`src/rtl/image_double_full_if.sv`:
```
// Bus bundle for the 2x nearest-neighbour upsampler: source BRAM read port,
// destination BRAM write port, start/done control and debug coordinates.
interface image_double_full_if #(
    parameter int BIT_DEPTH  = 8,
    parameter int OLD_WIDTH  = 32,
    parameter int OLD_HEIGHT = 32
);
    localparam int RA_W = $clog2(OLD_WIDTH * OLD_HEIGHT);
    localparam int WA_W = $clog2(4 * OLD_WIDTH * OLD_HEIGHT);
    localparam int XW   = $clog2(OLD_WIDTH);
    localparam int YW   = $clog2(OLD_HEIGHT);

    logic [RA_W-1:0]      ext_read_addr;
    logic                 ext_read_addr_valid;
    logic [BIT_DEPTH-1:0] ext_pixel_in;
    logic [WA_W-1:0]      ext_write_addr;
    logic                 ext_write_valid;
    logic [BIT_DEPTH-1:0] ext_pixel_out;
    logic                 start_in;
    logic                 resize_done;
    logic                 busy_out;
    logic [XW-1:0]        src_x_used;
    logic [YW-1:0]        src_y_used;

    // The upsampler is the master: it drives both BRAM address buses.
    modport master (
        output ext_read_addr, ext_read_addr_valid,
        input  ext_pixel_in,
        output ext_write_addr, ext_write_valid, ext_pixel_out,
        input  start_in,
        output resize_done, busy_out, src_x_used, src_y_used
    );

    modport slave (
        input  ext_read_addr, ext_read_addr_valid,
        output ext_pixel_in,
        input  ext_write_addr, ext_write_valid, ext_pixel_out,
        output start_in,
        input  resize_done, busy_out, src_x_used, src_y_used
    );
endinterface

```
`src/rtl/image_double_full.sv`:
```
// Nearest-neighbour 2x upsampler: reads each source pixel once (2-cycle BRAM
// latency) and writes it to its 2x2 destination block; 7 cycles per pixel.
module image_double_full #(
    parameter int BIT_DEPTH  = 8,
    parameter int OLD_WIDTH  = 32,
    parameter int OLD_HEIGHT = 32
) (
    input  logic          clk_in,
    input  logic          rst_in,
    image_double_full_if.master bus
);
    localparam int RA_W = $clog2(OLD_WIDTH * OLD_HEIGHT);
    localparam int WA_W = $clog2(4 * OLD_WIDTH * OLD_HEIGHT);
    localparam int XW   = $clog2(OLD_WIDTH);
    localparam int YW   = $clog2(OLD_HEIGHT);

    typedef enum logic [2:0] {IDLE, READ, WAIT1, WAIT2, WRITE} state_t;

    state_t               state, state_next;
    logic [XW-1:0]        x, x_next;
    logic [YW-1:0]        y, y_next;
    logic [1:0]           q, q_next;
    logic                 done_next;
    logic [BIT_DEPTH-1:0] pixel;

    logic [RA_W-1:0]      read_addr, read_addr_next;
    logic                 read_valid;
    logic [WA_W-1:0]      write_addr, write_addr_next;
    logic                 write_valid;
    logic                 done;
    logic                 busy;

    logic                 last_x, last_y;
    logic [WA_W-1:0]      xd, yd;

    assign last_x = (x == XW'(OLD_WIDTH - 1));
    assign last_y = (y == YW'(OLD_HEIGHT - 1));

    // NOTE: every variable gets a default before the case so no latch is inferred.
    always_comb begin
        state_next = state;
        x_next     = x;
        y_next     = y;
        q_next     = q;
        done_next  = 1'b0;
        case (state)
            IDLE:  if (bus.start_in) state_next = READ;
            READ:  state_next = WAIT1;
            WAIT1: state_next = WAIT2;
            WAIT2: begin
                state_next = WRITE;
                q_next     = 2'd0;
            end
            WRITE: begin
                if (q == 2'd3) begin
                    state_next = READ;
                    if (!last_x) begin
                        x_next = x + 1'b1;
                    end else begin
                        x_next = '0;
                        if (last_y) begin
                            y_next     = '0;
                            state_next = IDLE;
                            done_next  = 1'b1;
                        end else begin
                            y_next = y + 1'b1;
                        end
                    end
                end else begin
                    q_next = q + 2'd1;
                end
            end
            default: state_next = IDLE;
        endcase
    end

    // Addresses are computed one cycle ahead so the ports come straight from flops.
    always_comb begin
        read_addr_next  = RA_W'(y_next) * RA_W'(OLD_WIDTH) + RA_W'(x_next);
        xd              = WA_W'({x_next, q_next[0]});
        yd              = WA_W'({y_next, q_next[1]});
        write_addr_next = yd * WA_W'(2 * OLD_WIDTH) + xd;
    end

    // NOTE: sequential state uses non-blocking assignments only; the pixel
    // register is reset too because it drives an output port directly.
    always_ff @(posedge clk_in or negedge rst_in) begin
        if (!rst_in) begin
            state       <= IDLE;
            x           <= '0;
            y           <= '0;
            q           <= '0;
            pixel       <= '0;
            read_addr   <= '0;
            read_valid  <= 1'b0;
            write_addr  <= '0;
            write_valid <= 1'b0;
            done        <= 1'b0;
            busy        <= 1'b0;
        end else begin
            state       <= state_next;
            x           <= x_next;
            y           <= y_next;
            q           <= q_next;
            read_addr   <= read_addr_next;
            read_valid  <= (state_next == READ);
            write_addr  <= write_addr_next;
            write_valid <= (state_next == WRITE);
            done        <= done_next;
            busy        <= (state_next != IDLE);
            if (state == WAIT2) pixel <= bus.ext_pixel_in;
        end
    end

    assign bus.ext_read_addr       = read_addr;
    assign bus.ext_read_addr_valid = read_valid;
    assign bus.ext_write_addr      = write_addr;
    assign bus.ext_write_valid     = write_valid;
    assign bus.ext_pixel_out       = pixel;
    assign bus.resize_done         = done;
    assign bus.busy_out            = busy;
    assign bus.src_x_used          = x;
    assign bus.src_y_used          = y;
endmodule

```
`src/flat_wrapper.sv`:
```
// flat-port wrapper written by rule: the top's interface ports become plain ports
module image_double_full_flat 
#(
    parameter int BIT_DEPTH  = 8,
    parameter int OLD_WIDTH  = 32,
    parameter int OLD_HEIGHT = 32
)
  (clk_in, rst_in, bus_ext_read_addr, bus_ext_read_addr_valid, bus_ext_pixel_in, bus_ext_write_addr, bus_ext_write_valid, bus_ext_pixel_out, bus_start_in, bus_resize_done, bus_busy_out, bus_src_x_used, bus_src_y_used);
  image_double_full_if #(.BIT_DEPTH(BIT_DEPTH), .OLD_WIDTH(OLD_WIDTH), .OLD_HEIGHT(OLD_HEIGHT)) bus_i ();
  input  logic clk_in;
  input  logic rst_in;
  output wire logic [$bits(bus_i.ext_read_addr)-1:0] bus_ext_read_addr;
  output wire logic [$bits(bus_i.ext_read_addr_valid)-1:0] bus_ext_read_addr_valid;
  input wire logic [$bits(bus_i.ext_pixel_in)-1:0] bus_ext_pixel_in;
  output wire logic [$bits(bus_i.ext_write_addr)-1:0] bus_ext_write_addr;
  output wire logic [$bits(bus_i.ext_write_valid)-1:0] bus_ext_write_valid;
  output wire logic [$bits(bus_i.ext_pixel_out)-1:0] bus_ext_pixel_out;
  input wire logic [$bits(bus_i.start_in)-1:0] bus_start_in;
  output wire logic [$bits(bus_i.resize_done)-1:0] bus_resize_done;
  output wire logic [$bits(bus_i.busy_out)-1:0] bus_busy_out;
  output wire logic [$bits(bus_i.src_x_used)-1:0] bus_src_x_used;
  output wire logic [$bits(bus_i.src_y_used)-1:0] bus_src_y_used;
  assign bus_ext_read_addr = bus_i.ext_read_addr;
  assign bus_ext_read_addr_valid = bus_i.ext_read_addr_valid;
  assign bus_i.ext_pixel_in = bus_ext_pixel_in;
  assign bus_ext_write_addr = bus_i.ext_write_addr;
  assign bus_ext_write_valid = bus_i.ext_write_valid;
  assign bus_ext_pixel_out = bus_i.ext_pixel_out;
  assign bus_i.start_in = bus_start_in;
  assign bus_resize_done = bus_i.resize_done;
  assign bus_busy_out = bus_i.busy_out;
  assign bus_src_x_used = bus_i.src_x_used;
  assign bus_src_y_used = bus_i.src_y_used;
  image_double_full #(.BIT_DEPTH(BIT_DEPTH), .OLD_WIDTH(OLD_WIDTH), .OLD_HEIGHT(OLD_HEIGHT)) u_core (.clk_in(clk_in), .rst_in(rst_in), .bus(bus_i));
endmodule
```
`config.mk`:
```
export PLATFORM = sky130hd
export DESIGN_NAME = image_double_full_flat
export DESIGN_NICKNAME = d
export VERILOG_FILES = /design/src/rtl/image_double_full_if.sv /design/src/rtl/image_double_full.sv /design/src/flat_wrapper.sv
export SDC_FILE = /design/constraint.sdc
export NUM_CORES = 1
export LEC_CHECK = 0
export BUFFER_PORTS_ARGS = -buffer_cell sky130_fd_sc_hd__buf_2
export CORE_MARGIN = 3
export CORE_UTILIZATION = 52
export DETAILED_ROUTE_END_ITERATION = 7
export GPL_TIMING_DRIVEN = 0
export MAX_ROUTING_LAYER = met4
export PLACE_DENSITY_LB_ADDON = 0.08
export SLEW_MARGIN = 5
export SYNTH_ARGS = -nofsm -noshare
export SYNTH_HDL_FRONTEND = slang
export SYNTH_SLANG_ARGS = --single-unit
export TNS_END_PERCENT = 5
```
`constraint.sdc`:
```
create_clock -name clk_in -period 5.7 [get_ports clk_in]
set_input_delay 1.14 -clock clk_in [delete_from_list [all_inputs] [get_ports clk_in]]
set_output_delay 1.14 -clock clk_in [all_outputs]
set_load 0.005 [all_outputs]
```
======== Word level (Yosys, flattened, before mapping) ========
Index checks and enable logic that the tools add are counted.
operators by class
  muxes and demuxes ....................... 18
  $add $sub $neg .......................... 5
  equal/unequal tests ..................... 9
  reductions and logical operators ........ 2
operator list
  kind                 number
  $mux 5               7
  $pmux 3 s5           1
  $add 12x6->12        1
  $add 10x5->10        1
  $add 5x1->5 const B  2
  $eq 5x5->1 const B   2
  $mux 3               3
  $eq 3x1->1 const B   2
  $eq 3x2->1 const B   2
  $eq 3x3->1 const B   2
  $mux 1               5
  $pmux 2 s2           1
  $logic_not 3->1      1
  $reduce_bool 3->1    1
  $add 2x1->2 const B  1
  $eq 2x2->1 const B   1
  $mux 2               1
storage, ports and cells
  bits of input ports ..................... 11
  output and inout port bits .............. 44
  register bits after elaboration ......... 49
  word-level logic and storage cells ...... 45

======== Depth between registers and ports, before layout ========
  depth in word-level cells ............... 6
  gate-level depth with buffers ........... 7
  depth with buffers taken out ............ 6

======== Least setup slack after synthesis ========
No wires, ideal clock.
  kind .................................... register -> register
  from .................................... reg u_core.x[0], in the netlist u_core.bus.src_x_used[0]
  to ...................................... reg u_core.read_addr[9], in the netlist u_core.bus.ext_read_addr[9]
  slack ................................... 3.772 ns
  arrival ................................. 1.803 ns
  cell stages (with the launch flop) ...... 8
  period minus slack after synthesis ...... 1.928 ns
  path buffers ............................ 1
  data required time ...................... 5.575 ns
  setup time .............................. 0.125 ns
  cell sequence ........................... dfrtp_1 ha_1 and3_1 ha_1 nand4bb_4 or2_1 buf_6 mux2_4
between the ends
  longest elaborated chain between the ends .. 5
  elaborated cells between the ends (all ways) .. 9
  those cells by class .................... add/sub (2); eq/ne (1); mux (6)
ends and longest elaborated chain
  element                                           RTL line                                          source
  start, declared                                   image_double_full.sv:20                           logic [XW-1:0] x, x_next;
  start signal, assigned                            image_double_full.sv:102                          x <= x_next;
  $add 5x1->5 / $eq 5x5->1 (equally long branches)  image_double_full.sv:58, image_double_full.sv:36
  $mux 5                                            image_double_full.sv:57                           if (!last_x) begin
  $mux 5                                            image_double_full.sv:55                           if (q == 2'd3) begin
  $mux 5                                            image_double_full.sv:46                           case (state)
  $add 10x5->10 *                                   image_double_full.sv:79                           read_addr_next = RA_W'(y_next) * RA_W'(OLD_WIDTH) + RA_W'(x_next);
  end signal, assigned                              image_double_full.sv:105                          read_addr <= read_addr_next;
  end, declared                                     image_double_full.sv:26                           logic [RA_W-1:0] read_addr, read_addr_next;
Every way passes the cells marked *; elsewhere a longest branch is shown, timed or not.
A chain may end at the register's enable or synchronous reset.

==> flow_summary.yaml <==
power_and_ir_drop:
  totalPowerFinal_uw: 295
  p_leak_uw: 0.000960
  p_comb_share_pct: 4.5
  peakVddDrop_mv: 0.154
  power.density_nw_per_um2: 165
  p_int_uw: 228
  switching_share_pct: 22.7
  p_sw_uw: 67.1
  p_seq_share_pct: 66.3
  p_clk_share_pct: 29.2
timing:
  fin_crit_sh_pct: 39.1
  max_freq_mhz: 448
  final-setup-viol-count: 0
  rsz0062_at_grt: "false"
  relSlewSlack_pct: 61.7
  fin_setup_tns_ns: 0
  fin_worst_skew_ns: 0.00231
  timing.hold.ws_ns: 0.523
  maxSlewViolCount: 0
  period_minus_slack_ns: 2.23
  worstMarginPinSlew_ns: 0.575
  finalHoldViolCount: 0
floorplanning:
  die_h_microns: 58.8
  die_w_microns: 58.8
  die_area_sq_um: 3460
  start_util_pct: 56.5
  row_count: 18
  ios: 55
  coreArea_sq_um: 2570
global_routing:
  grt_pass1_vias: 1017
  antenna_found_initial: 0
  grt_max_degree: 28
  overflow: 0
  grt_first_pass_wirelength_microns: 4440
  grt.total_usage_pct: 17.0
yosys:
  yosys-top-cells-area: "dfrtp_1 (47%), buf_4 (10%), mux2_2 (6.2%), mux2_4 (5.2%), nand4bb_4 (3.8%)"
  yosys.area.top_type: "dfrtp_1"
  ys_seq_area_share_pct: 46.6
  synthArstFlopShare_pct: 100
  synth_common_cells: "dfrtp_1 (27), buf_4 (20), mux2_2 (8), nor2_1 (8)"
  yosysWarnings: 0
  synth_cell_types: 32
  synth_seq_cells: 27
  syn_area_sq_um: 1450
  synthFlopType: "dfrtp_1"
  synth_edf_count: 0
  synth_nets: 142
  yosysMostFrequentCell: "dfrtp_1"
  synth_top_cell_area_share_pct: 46.6
  avgSynthCellArea_sq_um: 11.4
  synthCells: 127
worst_hold_path:
  hold_path_end: "u_core.bus.ext_pixel_out[6]"
  min_from: "u_core.bus.ext_pixel_out[6]"
  hold_path.class: "flop to flop"
  min_path_cells: 1
cts:
  ctsHtreeMaxLevel: 1
  clk_latency_ns: 0.33
  cts_tree: "done"
  cts.clk_slew.worst_paths_ns: 0.15
  cts_hold_buf: 0
  cts_setup_buffers: 0
  post_cts_resized: 0
  cts_buffer_depth: 2
  clock-root-buffer: "clkbuf_4"
  numCtsBuffers: 3
  cts_num_sinks: 27
final_layout:
  areaGrowthSynthToFinish_pct: 23.3
  layout-drive-gt1-share_pct: 53.0
  n_antenna_cell: 0
  fillers: 196
  nNetsFinal: 201
run_status:
  status: "finished clean"
place:
  gp_congestion: 0.741
  io_buffers: 54
  hpwl_microns: 2070
routing:
  ant_nets: 0
  drt-total-wl_microns: 2650
  drcViolationCount: 0
  wl_per_cell_microns: 12.3
  drt_pre_antenna_iters: 5
  drt-vias-per-instance: 5.04
  drt_iter0_drc: 21
  vias: 1083
worst_setup_path:
  rrSetupSlack_ns: 3.55
  crit_fanout: 7
  timing.rr.end: "u_core.bus.src_y_used[1]"
  crit_family: "flip-flops"
  cp_slowest_stage_delay_ns: 0.48
  r2r-start: "u_core.bus.src_x_used[0]"
  slowest_stage: "dfrtp_1"
  r2r_cells: 7
  required_ns: 4.56
  critical_path_buf_inv_count: 2
  cp-start-kind: "flop"
  crit_type: "flop to output port"
  end_kind: "output port"
  path_cells: "buf_4 > buf_2"
  critPathArrivalTime_ns: 1.09
run:
  cap_violations: 0
[flip-flops by register name (all words and copies together) (netlist names)]
signal	flops
u_core.bus.src_x_used	4
u_core.bus.resize_done	1
u_core.bus.ext_write_valid	1
u_core.bus.ext_write_addr	1
u_core.q	1
u_core.bus.ext_pixel_out	8
u_core.bus.ext_read_addr_valid	1
u_core.bus.busy_out	1
u_core.bus.ext_read_addr	2
u_core.bus.src_y_used	4
u_core.state	3
[through the flow]
stage | std cells | cell area, sq um | setup WS (ns) | util [%]
after detailed placement | 211 | 1760 | 3.58 | 68.5
after global routing | 215 | 1790 | 3.42 | 69.7
after CTS | 215 | 1790 | 3.46 | 69.7
final | 215 | 1790 | 3.47 | 69.7
after floorplan | 127 | 1450 | 3.77 | -
after global placement | 211 | 1760 | 3.66 | 68.5
[logic make-up after synthesis]
logic type,synth area share (%)
XOR/XNOR,0.604
flip-flops,46.6
buffers and inverters,13.6
adder cells (fa/ha/maj),3.45
AO/OA/AOI/OAI,7.76
multiplexers,11.4
AND/OR/NAND/NOR,16.6
[metal layers]
layer  part of all wire (%)  wire length, microns  track usage (%)
met1                     40                  1050             19.6
met2                     51                  1350             29.7
met3                    8.3                   219             3.95
met4                    1.1                    28             4.21
met5                      0                     0                -
[cells in the final DEF, fill, tap and decap left out, drive strengths merged, types with 4 or more instances in the layout]
master  count
buf        78
clkbuf      4
dfrtp      27
ha          4
mux2       13
nand2       6
nor2        8
o21ai       6
[layout make-up]
cell class	instances	area, sq um	share of cell area (%)
clock inverters	1	7.51	0.420
repair buffers	54	270	15.1
inverters	1	3.75	0.210
flip-flops and latches	27	676	37.8
plain buffers	25	194	10.8
well taps	30	37.5	2.10
clock buffers	3	22.5	1.26
multi-input cells	74	578	32.3
[power groups by stage]
stage               Combinational (uW)  Clock [uW]  Sequential, uW
finish                            13.3        86.1             196
global route                      15.4        93.9             196
CTS                               13.9        87.4             196
detailed placement                13.9           0             199
global placement                  13.4           0             199
floorplan                         3.10           0             200
[worst max-delay path by stage]
| stage | to | slack [ns] | cells past startpoint | startpoint |
|---|---|---|---|---|
| 3_5_place_dp | u_core.bus.ext_read_addr[9] | 3.58 | 7 | u_core.bus.src_x_used[0] |
| 5_1_grt | bus_src_y_used[0] | 3.42 | 2 | u_core.bus.src_y_used[0] |
| 4_1_cts | bus_ext_write_addr[1] | 3.46 | 2 | u_core.bus.src_x_used[0] |
| 6_report | bus_ext_write_addr[1] | 3.47 | 2 | u_core.bus.src_x_used[0] |
| 2_1_floorplan | u_core.bus.ext_read_addr[9] | 3.77 | 7 | u_core.bus.src_x_used[0] |
| 3_3_place_gp | u_core.bus.src_y_used[1] | 3.66 | 7 | u_core.bus.src_x_used[0] |
(Power assumes the default switching activity.)
